<file path="src/rtl/cu_fsm.sv">
// cu_fsm - multicycle control unit for the OTTER RV32I core.
//
// Sequences each instruction through FETCH, EXEC and (for loads) WB, with an
// optional interrupt-entry cycle (INTR) after the last cycle of an instruction.
// Outputs are Moore-style from the state, except in EXEC where they are also
// decoded from the opcode/func3 of the instruction register.
//
// Configuration macro: CU_INTR_EN
//   defined   - INTR state exists, CU_intr honored, mret/CSR decode active
//   undefined - interrupt logic removed, SYSTEM opcodes execute as NOPs
//
// Ports:
//   CU_clk        in   system clock, rising edge
//   CU_rst        in   synchronous active-high reset
//   CU_opcode     in   [6:0] instruction opcode
//   CU_func3      in   [2:0] instruction func3
//   CU_intr       in   level interrupt request (already enable-gated)
//   CU_PCWrite    out  PC write enable (once per instruction, last cycle)
//   CU_reset      out  reset to PC and register file
//   CU_memRDEN1   out  instruction-port read enable
//   CU_memRDEN2   out  data-port read enable
//   CU_memWE2     out  data-port write enable
//   CU_regWrite   out  register-file write enable
//   CU_csr_WE     out  CSR write enable
//   CU_int_taken  out  interrupt entry pulse
//   CU_mret_exec  out  mret execution pulse

module cu_fsm (
    input  logic       CU_clk,
    input  logic       CU_rst,
    input  logic [6:0] CU_opcode,
    input  logic [2:0] CU_func3,
    input  logic       CU_intr,
    output logic       CU_PCWrite,
    output logic       CU_reset,
    output logic       CU_memRDEN1,
    output logic       CU_memRDEN2,
    output logic       CU_memWE2,
    output logic       CU_regWrite,
    output logic       CU_csr_WE,
    output logic       CU_int_taken,
    output logic       CU_mret_exec
);

    localparam logic [6:0] OP_LOAD   = 7'b0000011;
    localparam logic [6:0] OP_STORE  = 7'b0100011;
    localparam logic [6:0] OP_BRANCH = 7'b1100011;
    localparam logic [6:0] OP_LUI    = 7'b0110111;
    localparam logic [6:0] OP_AUIPC  = 7'b0010111;
    localparam logic [6:0] OP_IMM    = 7'b0010011;
    localparam logic [6:0] OP_OP     = 7'b0110011;
    localparam logic [6:0] OP_JAL    = 7'b1101111;
    localparam logic [6:0] OP_JALR   = 7'b1100111;
    localparam logic [6:0] OP_SYSTEM = 7'b1110011;

    typedef enum logic [2:0] {
        ST_INIT  = 3'd0,
        ST_FETCH = 3'd1,
        ST_EXEC  = 3'd2,
`ifdef CU_INTR_EN
        ST_WB    = 3'd3,
        ST_INTR  = 3'd4
`else
        ST_WB    = 3'd3
`endif
    } state_t;

    state_t state;
    state_t next_state;
    state_t after_instr;

    // Where to go once the current instruction retires: interrupt entry when
    // requested, otherwise straight to the next fetch.
`ifdef CU_INTR_EN
    assign after_instr = CU_intr ? ST_INTR : ST_FETCH;
`else
    assign after_instr = ST_FETCH;
    logic unused_inputs;
    assign unused_inputs = ^{CU_intr, CU_func3};
`endif

    // State register; reset wins over everything else at the edge.
    always_ff @(posedge CU_clk) begin
        if (CU_rst) begin
            state <= ST_INIT;
        end else begin
            state <= next_state;
        end
    end

    // Next-state and output decode.
    always_comb begin
        next_state   = ST_INIT;
        CU_PCWrite   = 1'b0;
        CU_reset     = 1'b0;
        CU_memRDEN1  = 1'b0;
        CU_memRDEN2  = 1'b0;
        CU_memWE2    = 1'b0;
        CU_regWrite  = 1'b0;
        CU_csr_WE    = 1'b0;
        CU_int_taken = 1'b0;
        CU_mret_exec = 1'b0;

        case (state)
            ST_INIT: begin
                CU_reset   = 1'b1;
                next_state = ST_FETCH;
            end

            ST_FETCH: begin
                CU_memRDEN1 = 1'b1;
                next_state  = ST_EXEC;
            end

            ST_EXEC: begin
                next_state = after_instr;
                case (CU_opcode)
                    // Loads retire in WB, so PC and interrupts wait until then.
                    OP_LOAD: begin
                        CU_memRDEN2 = 1'b1;
                        next_state  = ST_WB;
                    end
                    OP_STORE: begin
                        CU_memWE2  = 1'b1;
                        CU_PCWrite = 1'b1;
                    end
                    OP_BRANCH: begin
                        CU_PCWrite = 1'b1;
                    end
                    OP_LUI, OP_AUIPC, OP_IMM, OP_OP, OP_JAL, OP_JALR: begin
                        CU_regWrite = 1'b1;
                        CU_PCWrite  = 1'b1;
                    end
`ifdef CU_INTR_EN
                    OP_SYSTEM: begin
                        CU_PCWrite = 1'b1;
                        if (CU_func3 == 3'b000) begin
                            CU_mret_exec = 1'b1;
                        end else begin
                            CU_regWrite = 1'b1;
                            CU_csr_WE   = 1'b1;
                        end
                    end
`endif
                    default: begin
                        CU_PCWrite = 1'b1;
                    end
                endcase
            end

            ST_WB: begin
                CU_regWrite = 1'b1;
                CU_PCWrite  = 1'b1;
                next_state  = after_instr;
            end

`ifdef CU_INTR_EN
            // Always fetch after entry, so interrupts cannot chain back to back.
            ST_INTR: begin
                CU_int_taken = 1'b1;
                CU_PCWrite   = 1'b1;
                next_state   = ST_FETCH;
            end
`endif

            default: begin
                next_state = ST_INIT;
            end
        endcase
    end

endmodule

</file>
<file path="config.mk">
export PLATFORM = sky130hd
export DESIGN_NAME = cu_fsm
export DESIGN_NICKNAME = d
export VERILOG_FILES = /design/src/rtl/cu_fsm.sv
export SDC_FILE = /design/constraint.sdc
export NUM_CORES = 1
export LEC_CHECK = 0
export ABC_AREA = 0
export BUFFER_PORTS_ARGS = -buffer_cell sky130_fd_sc_hd__buf_2
export CAP_MARGIN = 20
export CORE_AREA = 2 2 39 41
export CTS_CLUSTER_DIAMETER = 60
export DETAILED_ROUTE_END_ITERATION = 6
export DIE_AREA = 0 0 41 43
export PLACE_DENSITY_LB_ADDON = 0.15
export SYNTH_ARGS = -nofsm -noshare
export SYNTH_HDL_FRONTEND = slang
export SYNTH_SLANG_ARGS = --single-unit
</file>
<file path="constraint.sdc">
create_clock -name CU_clk -period 2.7 [get_ports CU_clk]
set_input_delay 0.405 -clock CU_clk [delete_from_list [all_inputs] [get_ports CU_clk]]
set_output_delay 0.405 -clock CU_clk [all_outputs]
set_load 0.1 [all_outputs]
</file>
==> key figures <==
Status
  – Status: finished clean

Clock tree
  – Inserted Clock Buffers: 3
  – Clock slew seen by the registers of the worst setup and hold paths: 0.03 ns
  – H-tree depth: 1
  – CTS Buffer Depth: 2
  – CTS tree: done
  – Worst-skew pair later-pin latency: 0.22 ns
  – CTS sink cnt: 2
  – Number of post-CTS setup repair buffers: 0
  – Post-CTS sizing: 0
  – CTS root buf: clkbuf_4
  – Cts hold-fix bufs: 0

GRT
  – Number of global-route vias before repair: 214
  – GR Overflow Total: 0
  – Number of antenna violations at the first check in global routing: 0
  – First-pass GRT wire length: 821 um
  – Maximum number of pins on one net before global-route repair: 6
  – Total track usage: 0.07129

Final layout
  – Max reg flops: 2
  – Layout overhead on the synthesized area: 59.44%
  – Largest regs: state (2)
  – Biggest register: state
  – Antenna Cells: 0
  – Share of layout cells above drive strength 1: 0.5897
  – Nets: 54
  – Final Util: 0.2061
  – Design Area, Final: 285.3 um2
  – Non-Filler Instances: 55

Critical path
  – R2R setup slack: 1.16 ns
  – Slowest CP cell: or4_4
  – Type of element capturing the critical path: primary output
  – Critical Path Sink: CU_memRDEN2
  – Reg-to-Reg End: state[1]
  – Worst-path cell chain: or4_4 -> or3_4 -> nor2_2 -> buf_2
  – Reg-to-reg startpoint: state[0]
  – Worst endpoint required time: 2.30 ns
  – Reg2Reg Depth: 3
  – CP max stage delay: 0.53 ns
  – Beginning of the critical path: state[0]
  – CP arrival: 1.98 ns
  – Critical Path Fanout Max: 4
  – CP Class: reg -> out
  – Setup crit start kind: register

STA
  – Minimum clock period: 2.385 ns
  – Period utilization: 0.8833
  – Setup tns final: 0 ns
  – Worst setup margin: 0.3150 ns
  – F_max: 419.3 MHz
  – Finish-stage setup viols: 0
  – Hold Vio Cnt, Final: 0
  – Hold Worst Slack: 0.3798 ns
  – RSZ-0062 raised after global routing: false
  – Final slew viol count: 0
  – Setup Skew: 0.003693 ns

Hold path
  – Hold path startpoint: CU_rst
  – Hold Path Class: in -> reg

Flow run
  – Max-Cap Viols: 0

Floorplan
  – Chip Height: 43 um
  – Die area: 1763 um2
  – Row count: 14
  – Die Wd: 41 um
  – Initial Util: 0.1293
  – Core ar.: 1384 um2
  – Ports: 22

Detailed routing
  – DRT iter0 DRCs: 3
  – Pre-Repair DR Iteration Count: 2
  – Antenna Nets Post-Route: 0
  – Routed WL per cell: 9.382 um
  – Drt drc: 0
  – Total Wirelength: 516 um
  – Via count: 210
  – Vias/cell: 3.818

Synthesis
  – Mapped Cells: 23
  – Synth Register Bits: 2
  – Synth unique cells: 16
  – Synth top area share: 0.2238
  – Post-synth EDFFs: 0
  – Post-synthesis sequential area ratio: 0.2238
  – Synthesized area: 178.9 um2
  – Yosys warning total: 0
  – Post-synthesis async set-or-reset flop share: 0
  – Cell taking the most area after synthesis: dfxtp_1
  – Commonest cells post-synth: nor2_1 (4), buf_4 (3), dfxtp_1 (2), nand2_1 (2)
  – Top_reg_cell synth: dfxtp_1
  – Most common cell in the netlist: nor2_1
  – Syn_area_per_cell: 7.779 um2
  – Largest cells by area after synthesis: dfxtp_1 (22%), buf_4 (13%), nor2_1 (8.4%)

Power
  – Power, Total: 0.1744 mW
  – Pwr dens: 611.4 nW/um2
  – LEAKAGE: 0.1352 nW
  – Maximum VDD drop: 0.0003348 V

Placement
  – Placement Setup Slack: 0.3390 ns
  – Placed cell count: 52
  – Placer Congestion: 0.6469
  – Placed Instance Area: 262.8 um2
  – IO Port Bufs: 14
  – HPWL after DPL: 419 um
==> final cells by class <==
class / instances / area, um2
Fill cell: 155 / 1099
Multi-Input combinational cell: 20 / 132.6
Timing Repair Buffer: 14 / 70.07
Sequential cell: 2 / 40.04
Clock buffer: 3 / 22.52
Tap cell: 16 / 20.02
==> worst max-delay path: cells and delay by family, from the launching register on <==
family,cells,cell delay (ns)
flops,1,0.32
simple gates,3,1.01
buf+inv,1,0.43
==> metal layers <==
| metal | track usage | part of all wire | vias up |
|---|---|---|---|
| li1 | - | - | 108 |
| met1 | 0.09325 | 0.47 | 90 |
| met5 | 0 | 0 | - |
| met3 | 0.01571 | 0.11 | 0 |
| met2 | 0.09375 | 0.42 | 12 |
| met4 | 0.06000 | 0 | 0 |
==> power by group <==
| part | switching, mW | internal [mW] |
|---|---|---|
| registers | 0.00241 | 0.0320 |
| clock network | 0.0165 | 0.0490 |
| logic | 0.0621 | 0.0125 |
==> layout by cell type, fill, tap and decap left out <==
cell       n
nor4b_2    1
nand2b_1   1
nand2_1    2
a21oi_1    1
or3_4      1
conb_1     3
dfxtp_1    2
nor2b_1    1
nor2_1     3
o21ai_1    1
nand3_1    1
clkbuf_4   3
nor2_2     1
and4b_2    1
or4_4      1
o31ai_2    1
buf_2     14
o21a_1     1
==> cells by family after synthesis <==
| logic type | share of synthesized area |
|---|---|
| AND/OR/NAND/NOR | 0.4615 |
| buffers and inverters | 0.1259 |
| other | 0.02096 |
| flip-flops | 0.2238 |
| AO/OA/AOI/OAI | 0.1678 |
==> worst min-delay path by stage <==
stage / to / depth (start not counted) / slack, ns
2_1_floorplan: state[0] / 1 / 0.48
3_3_place_gp: state[0] / 2 / 0.57
3_5_place_dp: state[0] / 2 / 0.59
4_1_cts: state[0] / 2 / 0.37
5_1_grt: state[0] / 2 / 0.39
6_report: state[0] / 2 / 0.38
(Power assumes the default switching activity.)
